===== src/rtl/prod_ctrl_pkg.sv =====
// rtl/prod_ctrl_pkg.sv - state encoding and status LED map for the production controller
package prod_ctrl_pkg;

    typedef enum logic [1:0] {
        S_IDLE  = 2'd0,
        S_COMM  = 2'd1,
        S_WAIT  = 2'd2,
        S_DRAIN = 2'd3
    } state_t;

    function automatic logic [3:0] led_of(input state_t s);
        return 4'b0001 << s;
    endfunction

endpackage


===== src/rtl/prod_ctrl_lsb_prio_enc.sv =====
// rtl/prod_ctrl_lsb_prio_enc.sv - lowest-set-bit index encoder with any-bit flag
module lsb_prio_enc #(
    parameter int N = 2,
    parameter int W = (N > 1) ? $clog2(N) : 1
) (
    input  logic [N-1:0] vec,
    output logic [W-1:0] idx,
    output logic         any
);

    // Scan downwards so the lowest set bit is the last one to win.
    always_comb begin
        idx = '0;
        any = 1'b0;
        for (int i = N - 1; i >= 0; i--) begin
            if (vec[i]) begin
                idx = W'(i);
                any = 1'b1;
            end
        end
    end

endmodule


===== src/rtl/prod_ctrl.sv =====
// rtl/prod_ctrl.sv - channel-selecting producer controller with back-pressure gating and drain
module prod_ctrl
    import prod_ctrl_pkg::*;
#(
    parameter int N_CH          = 2,
    parameter int DATA_W        = 16,
    parameter int CNT_W         = 16,
    parameter int DRAIN_TIMEOUT = 1024,
    parameter int ALLOW_SWITCH  = 0,
    localparam int CH_W         = (N_CH > 1) ? $clog2(N_CH) : 1
) (
    input  logic                     clk,
    input  logic                     rst,
    input  logic [N_CH-1:0]          start,
    input  logic                     stop,
    input  logic                     buf_full,
    input  logic                     buf_empty,
    input  logic                     data_valid_2,
    input  logic [N_CH-1:0]          prod_valid,
    input  logic [N_CH*DATA_W-1:0]   prod_data,
    output logic [N_CH-1:0]          prod_en,
    output logic [DATA_W-1:0]        data_1,
    output logic                     data_1_en,
    output logic [CH_W:0]            modulo,
    output logic [3:0]               led,
    output logic [CNT_W-1:0]         word_cnt,
    output logic                     drain_to
);

    localparam int DC_W    = (DRAIN_TIMEOUT > 1) ? $clog2(DRAIN_TIMEOUT + 1) : 1;
    localparam int TO_LAST = (DRAIN_TIMEOUT == 0) ? 0 : DRAIN_TIMEOUT - 1;

    state_t            state;
    logic [CH_W-1:0]   ch;
    logic [DC_W-1:0]   drain_cnt;
    logic [N_CH-1:0]   ch_oh;
    logic [CH_W-1:0]   start_idx;
    logic              start_any;
    logic [CH_W-1:0]   sw_idx;
    logic              sw_any;
    logic              drain_expired;

    always_comb begin
        ch_oh = '0;
        for (int i = 0; i < N_CH; i++) begin
            ch_oh[i] = (CH_W'(i) == ch);
        end
    end

    lsb_prio_enc #(.N(N_CH), .W(CH_W)) u_start_enc (
        .vec (start),
        .idx (start_idx),
        .any (start_any)
    );

    // Only starts naming a channel other than the active one can cause a switch.
    lsb_prio_enc #(.N(N_CH), .W(CH_W)) u_switch_enc (
        .vec (start & ~ch_oh),
        .idx (sw_idx),
        .any (sw_any)
    );

    assign drain_expired = (DRAIN_TIMEOUT != 0) && (drain_cnt == DC_W'(TO_LAST));

    assign prod_en   = (state == S_COMM && !buf_full) ? ch_oh : '0;
    assign data_1    = (state == S_COMM) ? prod_data[int'(ch)*DATA_W +: DATA_W] : '0;
    assign data_1_en = (state == S_COMM) && !buf_full && prod_valid[ch];
    assign modulo    = (state == S_COMM || state == S_WAIT) ? ({1'b0, ch} + (CH_W+1)'(1)) : '0;
    assign led       = led_of(state);

    always_ff @(posedge clk or negedge rst) begin
        if (!rst) begin
            state     <= S_IDLE;
            ch        <= '0;
            word_cnt  <= '0;
            drain_to  <= 1'b0;
            drain_cnt <= '0;
        end else begin
            if (data_1_en && word_cnt != '1) begin
                word_cnt <= word_cnt + 1'b1;
            end
            case (state)
                S_IDLE: begin
                    if (start_any) begin
                        state    <= S_COMM;
                        ch       <= start_idx;
                        word_cnt <= '0;
                        drain_to <= 1'b0;
                    end
                end
                S_COMM, S_WAIT: begin
                    if (stop) begin
                        state     <= S_DRAIN;
                        drain_cnt <= '0;
                    end else if (state == S_COMM && buf_full) begin
                        state <= S_WAIT;
                    end else if (state == S_WAIT && !buf_full) begin
                        state <= S_COMM;
                    end else if (ALLOW_SWITCH != 0 && sw_any) begin
                        ch <= sw_idx;
                    end
                end
                S_DRAIN: begin
                    if (buf_empty && !data_valid_2) begin
                        state <= S_IDLE;
                    end else if (drain_expired) begin
                        state    <= S_IDLE;
                        drain_to <= 1'b1;
                    end else begin
                        drain_cnt <= drain_cnt + 1'b1;
                    end
                end
                default: state <= S_IDLE;
            endcase
        end
    end

endmodule


===== config.mk =====
export PLATFORM = sky130hd
export DESIGN_NAME = prod_ctrl
export DESIGN_NICKNAME = d
export VERILOG_FILES = /design/src/rtl/prod_ctrl_pkg.sv /design/src/rtl/prod_ctrl_lsb_prio_enc.sv /design/src/rtl/prod_ctrl.sv
export SDC_FILE = /design/constraint.sdc
export NUM_CORES = 1
export LEC_CHECK = 0
export ABC_AREA = 1
export CORE_MARGIN = 5
export CORE_UTILIZATION = 35
export CTS_CLUSTER_SIZE = 10
export DETAILED_ROUTE_END_ITERATION = 12
export PLACE_DENSITY = 0.62
export SLEW_MARGIN = 20
export SYNTH_ARGS = -nofsm -noshare
export SYNTH_HDL_FRONTEND = slang
export SYNTH_SLANG_ARGS = --single-unit

===== constraint.sdc =====
create_clock -name clk -period 2.2 [get_ports clk]
set_clock_uncertainty 0.15 [all_clocks]
set_input_delay 0.44 -clock clk [delete_from_list [all_inputs] [get_ports clk]]
set_output_delay 0.44 -clock clk [all_outputs]
set_load 0.005 [all_outputs]

======== Yosys cells after proc, flatten, opt, wreduce, memory -nomap -nowiden ========
Cells that the tools add are included.
word-level totals
  bits of input ports ..................... 42
  logic and storage cells ................. 67
  flip-flop bits (word level) ............. 31
  output and inout bits ................... 42
operators by class
  bitwise operators ....................... 1
  shifts and indexed selects .............. 2
  equality and inequality tests ........... 12
  reduce and logical (&&, ||, !) cells .... 17
  $lt $le $gt $ge ......................... 1
  multiplexer cells ....................... 26
  $add $sub $neg .......................... 3
operators by type and width
  operator                                                                 count
  16-bit 2-to-1 mux                                                        4
  11-bit 2-to-1 mux                                                        3
  32-bit by 6-bit indexed part select with 16-bit output                   1
  11-bit case mux with 2 select lines                                      1
  16-bit by 1-bit adder with 16-bit output, second input constant          1
  2-bit 2-to-1 mux                                                         8
  16-bit inequality test, second input constant                            1
  11-bit by 1-bit adder with 11-bit output, second input constant          1
  11-bit by 10-bit equality test with 1-bit output, second input constant  1
  2-bit inequality test, second input constant                             5
  1-bit 2-to-1 mux                                                         8
  4-bit AND reduction                                                      2
  1-bit logical AND                                                        6
  2-bit case mux with 3 select lines                                       1
  2-bit equality test, second input constant                               2
  4-bit inequality test, second input constant                             1
  2-bit nonzero test                                                       2
  1-bit by 2-bit left shift with 4-bit output, first input constant        1
  3-bit inequality test, second input constant                             1
  3-bit AND reduction                                                      1
  1-bit by 1-bit adder with 2-bit output, second input constant            1
  2-bit by 1-bit equality test with 1-bit output, second input constant    1
  1-bit zero test                                                          2
  2-bit zero test                                                          1
  6 further kinds                                                          6

======== Logic depth before layout (Yosys ltp) ========
  depth in word-level cells ............... 7
  mapped depth ............................ 10
  gate-level depth less buffers ........... 10

======== Modules after synthesis ========
Synthesis repeated with hierarchy kept, for this count alone.
unflattened totals
  cell total of the unflattened synthesis .. 373
  area, all modules ....................... 2382.3 um2
by module, submodules not included
  module        cells each  area an instance (um2)  sequential area each (um2)  times used
  prod_ctrl     369         2367.3                  775.7                       1
  lsb_prio_enc  4           15.0                    0.0                         1

======== Worst setup path before layout ========
Ideal clock, no wire load.
  kind .................................... register -> output
  from .................................... register state[1]
  to ...................................... output port data_1[10]
  path buffers ............................ 1
  setup slack ............................. 0.426 ns
  required time ........................... 1.610 ns
  arrival ................................. 1.184 ns
  stages on the path, launching flop included .. 6
  cell sequence ........................... dfrtp_1 > inv_1 > ha_1 > clkbuf_1 > o21ai_0 > nor2_1
on the way
  cells in the longest elaborated chain, start to end .. 2
ends and longest elaborated chain
  element                                         RTL line         source
  start, declared                                 prod_ctrl.sv:33  state_t state;
  start signal, assigned                          prod_ctrl.sv:73  state <= S_IDLE;
  start signal, assigned                          prod_ctrl.sv:85  state <= S_COMM;
  start signal, assigned                          prod_ctrl.sv:93  state <= S_DRAIN;
  2-bit by 1-bit equality test with 1-bit output  prod_ctrl.sv:66  assign data_1 = (state == S_COMM) ? prod_data[int'(ch)*DATA_W +: DATA_W] : '0;
  16-bit 2-to-1 mux                               prod_ctrl.sv:66
  end, declared                                   prod_ctrl.sv:22  output logic [DATA_W-1:0] data_1,
No other way between the ends.

======== Final worst setup path ========
  from .................................... register state[0]
  to ...................................... output port data_1[11]
Same word-level chain as after synthesis.

==> metrics.yaml <==
run_status:
  status: "finished clean"
synthesis:
  synth_fp_nets: 420
  syn_avg_cell_area_um2: 6.36
  ys_warn_count: 0
  syn-cell-area_um2: 2370
  syn_inst: 372
  yosysUniqueCellTypes: 31
  ys_seq_area_share_pct: 32.8
  ys_seq_elements: 31
setup_path:
  r2r_cells: 11
  slowest_delay_ns: 0.41
  critPathLaunchType: "flip-flop"
  endpoint: "data_1[11]"
  crit_path_frequent_cell: "buf_4"
  cp_top_family: "buffers and inverters"
  worstPathArrival_ns: 1.54
  ff2ff_setup_slack_ns: 0.34
  cp_max_fo: 4
  end_kind: "output port"
  path_cells: "buf_4, ha_4, buf_4, o21ai_0, nor2_1, dlygate4sd2_1"
  crit_path_start: "state[0]"
  critPathKind: "flip-flop to output port"
  r2r-end: "word_cnt[4]"
  cp_slowest_cell: "dfrtp_2"
  crit_cells: 6
  rr_startpoint: "word_cnt[0]"
  critPathBufInv: 3
  worstPathRequired_ns: 1.61
power:
  power_density_nw_per_um2: 879
  peakVddDrop_mv: 0.501
  power.leakage_uw: 0.00175
die:
  fp.dieW_um: 92.2
  initial_core_util_pct: 35.4
  die_h_um: 92.2
  io_pins: 84
  die-area_um2: 8510
  placeableCoreArea_um2: 6680
  fp-row-count: 30
clock_network:
  clkLatencyLatePin_ns: 0.28
  ctsHoldBuffers: 0
  cts_made_buffers: 5
  cts_tree: "done"
  cts_num_sinks: 31
  clkTransAtPathRegs_ns: 0.07
  cts_buffer_depth: 2
  clockRootBuffer: "clkbuf_8"
  htree_levels: 2
global_routing:
  grt_max_degree: 32
  grt_pass1_vias: 2554
  antenna_found_initial: 0
  overflow: 0
  grt_first_pass_wirelength_mm: 11.8
  grtUsageTotal_pct: 17.1
drt:
  viasPerCell: 4.60
  drc_errors: 0
  drt_pass1_iterations: 4
  ant_nets: 0
  drt-initial-drc-count: 87
  vias: 2596
  wire_per_inst_um: 12.6
  drt_wl_total_mm: 7.09
layout:
  drive_above_1_share_pct: 16.5
  stdcell_count: 564
  antennaDiodeCount: 0
  nets: 532
  nFillCells: 682
  syn2layout_area_growth_pct: 50.4
placement:
  portBuffers: 83
  post-dp-hpwl_mm: 5.55
  place_congestion: 0.864
  dp.cells: 551
timing:
  fmax_ghz: 0.469
  finalSetupViolCount: 0
  setup_tns_ns: 0
  rsz0062_at_grt: "yes"
  fin_crit_sh_pct: 96.8
  tightestPinTransition_ns: 0.422
  period_needed_ns: 2.13
  maxSlewViolCount: 0
  slew_headroom_pct: 71.8
  hold_viol_final: 0
run:
  maxCapViolCount: 0
min_path:
  hp-class: "flip-flop to flip-flop"
-- where the power goes --
part,switching [uW],total (uW),leakage [uW],internal (uW)
Sequential,72.8,703,0.000422,630
Combinational,1010,1960,0.00128,954
Clock,221,466,0.0000470,246
-- flip-flops by register name (all words and copies together) (netlist names) --
register / count
state: 2
drain_cnt: 11
ch: 1
drain_to: 1
word_cnt: 16
-- layer usage --
layer / GRT usage (%) / part of all wire (%)
met4: 3.96 / 1.1
met5: 0 / 0
met1: 20.9 / 44
met2: 31.3 / 53
met3: 2.79 / 2.4
-- metrics by stage --
step | util (%) | cell area (um2) | setup WS, ns | hold WS (ns) | total power, uW
final | 53.3 | 3560 | 0.0700 | 0.373 | 3130
after global placement | 51.3 | 3430 | -0.159 | 0.353 | 2640
after detailed placement | 51.3 | 3430 | -0.176 | 0.360 | 2650
after CTS | 53.6 | 3580 | -0.0201 | 0.377 | 3160
after global routing | 53.3 | 3560 | -0.00336 | 0.414 | 3390
after floorplan | - | 2370 | 0.426 | -0.00559 | 1600
-- synthesized netlist by cell type --
| library cell | count | area share (%) |
|---|---|---|
| nand2_1 | 107 | 17 |
| nor2_1 | 77 | 12 |
| inv_1 | 47 | 7.5 |
| dfrtp_1 | 31 | 33 |
| o21ai_0 | 21 | 4.4 |
| nand3_1 | 15 | 3.2 |
| a21oi_1 | 10 | 2.1 |
| nand4_1 | 9 | 2.4 |
| nor3_1 | 7 | 1.5 |
| ha_1 | 6 | 3.2 |
| nor2_4 | 5 | 2.4 |
| nand2_2 | 4 | 1.1 |
| nand3_2 | 4 | 1.7 |
| nor2_2 | 4 | 1.1 |
| buf_4 | 3 | 0.95 |
| clkbuf_1 | 3 | 0.48 |
| o21ai_1 | 3 | 0.63 |
| clkinv_1 | 2 | 0.32 |
| xor2_1 | 2 | 0.74 |
| a211oi_1 | 1 | 0.32 |
| a22o_1 | 1 | 0.37 |
| buf_1 | 1 | 0.16 |
| buf_6 | 1 | 0.48 |
| inv_2 | 1 | 0.16 |
| nand2_4 | 1 | 0.48 |
| nand3b_4 | 1 | 0.85 |
| nand4_2 | 1 | 0.53 |
| o211ai_1 | 1 | 0.32 |
| o22ai_1 | 1 | 0.26 |
| or2_2 | 1 | 0.26 |
| xnor2_1 | 1 | 0.37 |
-- cell type report --
class / instances / area (um2) / area share [%]
flip-flops and latches: 31 / 778 / 21.9
well taps: 80 / 100 / 2.81
clock buffers: 6 / 82.6 / 2.32
multi-input cells: 283 / 1410 / 39.5
inverters: 50 / 191 / 5.38
repair buffers: 113 / 996 / 28.0
clock inverters: 1 / 5.00 / 0.141
-- worst min path at each step --
stage                       startpoint      endpoint  slack (ns)  depth (start not counted)
after global routing      drain_cnt[6]  drain_cnt[6]        0.41                          2
after floorplan                    rst            ch      -0.006                          0
after global placement    drain_cnt[1]  drain_cnt[1]        0.35                          2
final                     drain_cnt[1]  drain_cnt[1]        0.37                          2
after CTS                 drain_cnt[1]  drain_cnt[1]        0.38                          2
after detailed placement  drain_cnt[1]  drain_cnt[1]        0.36                          2
-- placed cells by master, fill, tap and decap left out, types with 2 or more instances in the layout --
| master | Yosys | final |
|---|---|---|
| o21ai_1 | 3 | 3 |
| nand2_4 | 1 | 2 |
| buf_6 | 1 | 2 |
| dlygate4sd2_1 | 0 | 10 |
| ha_4 | 0 | 3 |
| clkinv_2 | 0 | 2 |
| nor2_2 | 4 | 4 |
| nor2_1 | 77 | 77 |
| nor2_4 | 5 | 5 |
| dfrtp_1 | 31 | 29 |
| dfrtp_2 | 0 | 2 |
| buf_2 | 0 | 4 |
| ha_1 | 6 | 3 |
| buf_4 | 3 | 28 |
| o21ai_0 | 21 | 19 |
| clkdlybuf4s50_1 | 0 | 61 |
| inv_1 | 47 | 46 |
| o21ai_2 | 0 | 2 |
| nand3_2 | 4 | 4 |
| nand4_1 | 9 | 9 |
| clkbuf_2 | 0 | 7 |
| nand3_1 | 15 | 15 |
| xor2_1 | 2 | 2 |
| clkbuf_8 | 0 | 6 |
| a21oi_1 | 10 | 10 |
| nand2_2 | 4 | 4 |
| nor3_1 | 7 | 7 |
| nand2_1 | 107 | 106 |
-- worst register-to-register path, cell delays in order (launching register included) --
cell	delay, ns
dfrtp_1	0.46
ha_1	0.22
inv_1	0.09
nor2_4	0.16
nand2_2	0.12
nor2_4	0.14
nor2_4	0.04
buf_4	0.17
nand2_1	0.07
nand2_1	0.04
inv_1	0.05
nor2_1	0.04
-- cells by family (layout without fill, tap and decap cells) --
logic type / Yosys count / count (layout) / synth area share, %
AO/OA/AOI/OAI: 38 / 38 / 8.46
XOR/XNOR: 3 / 3 / 1.11
adder cells (fa/ha/maj): 6 / 6 / 3.17
buffers and inverters: 58 / 170 / 9.99
flip-flops: 31 / 31 / 32.8
AND/OR/NAND/NOR: 236 / 236 / 44.5
-- repair_timing --
item,CTS,global route
resized for setup,51,16
buffers inserted,6,0
endpoints found under the setup margin,24,14
No activity file was read; power rests on OpenSTA's default activity.
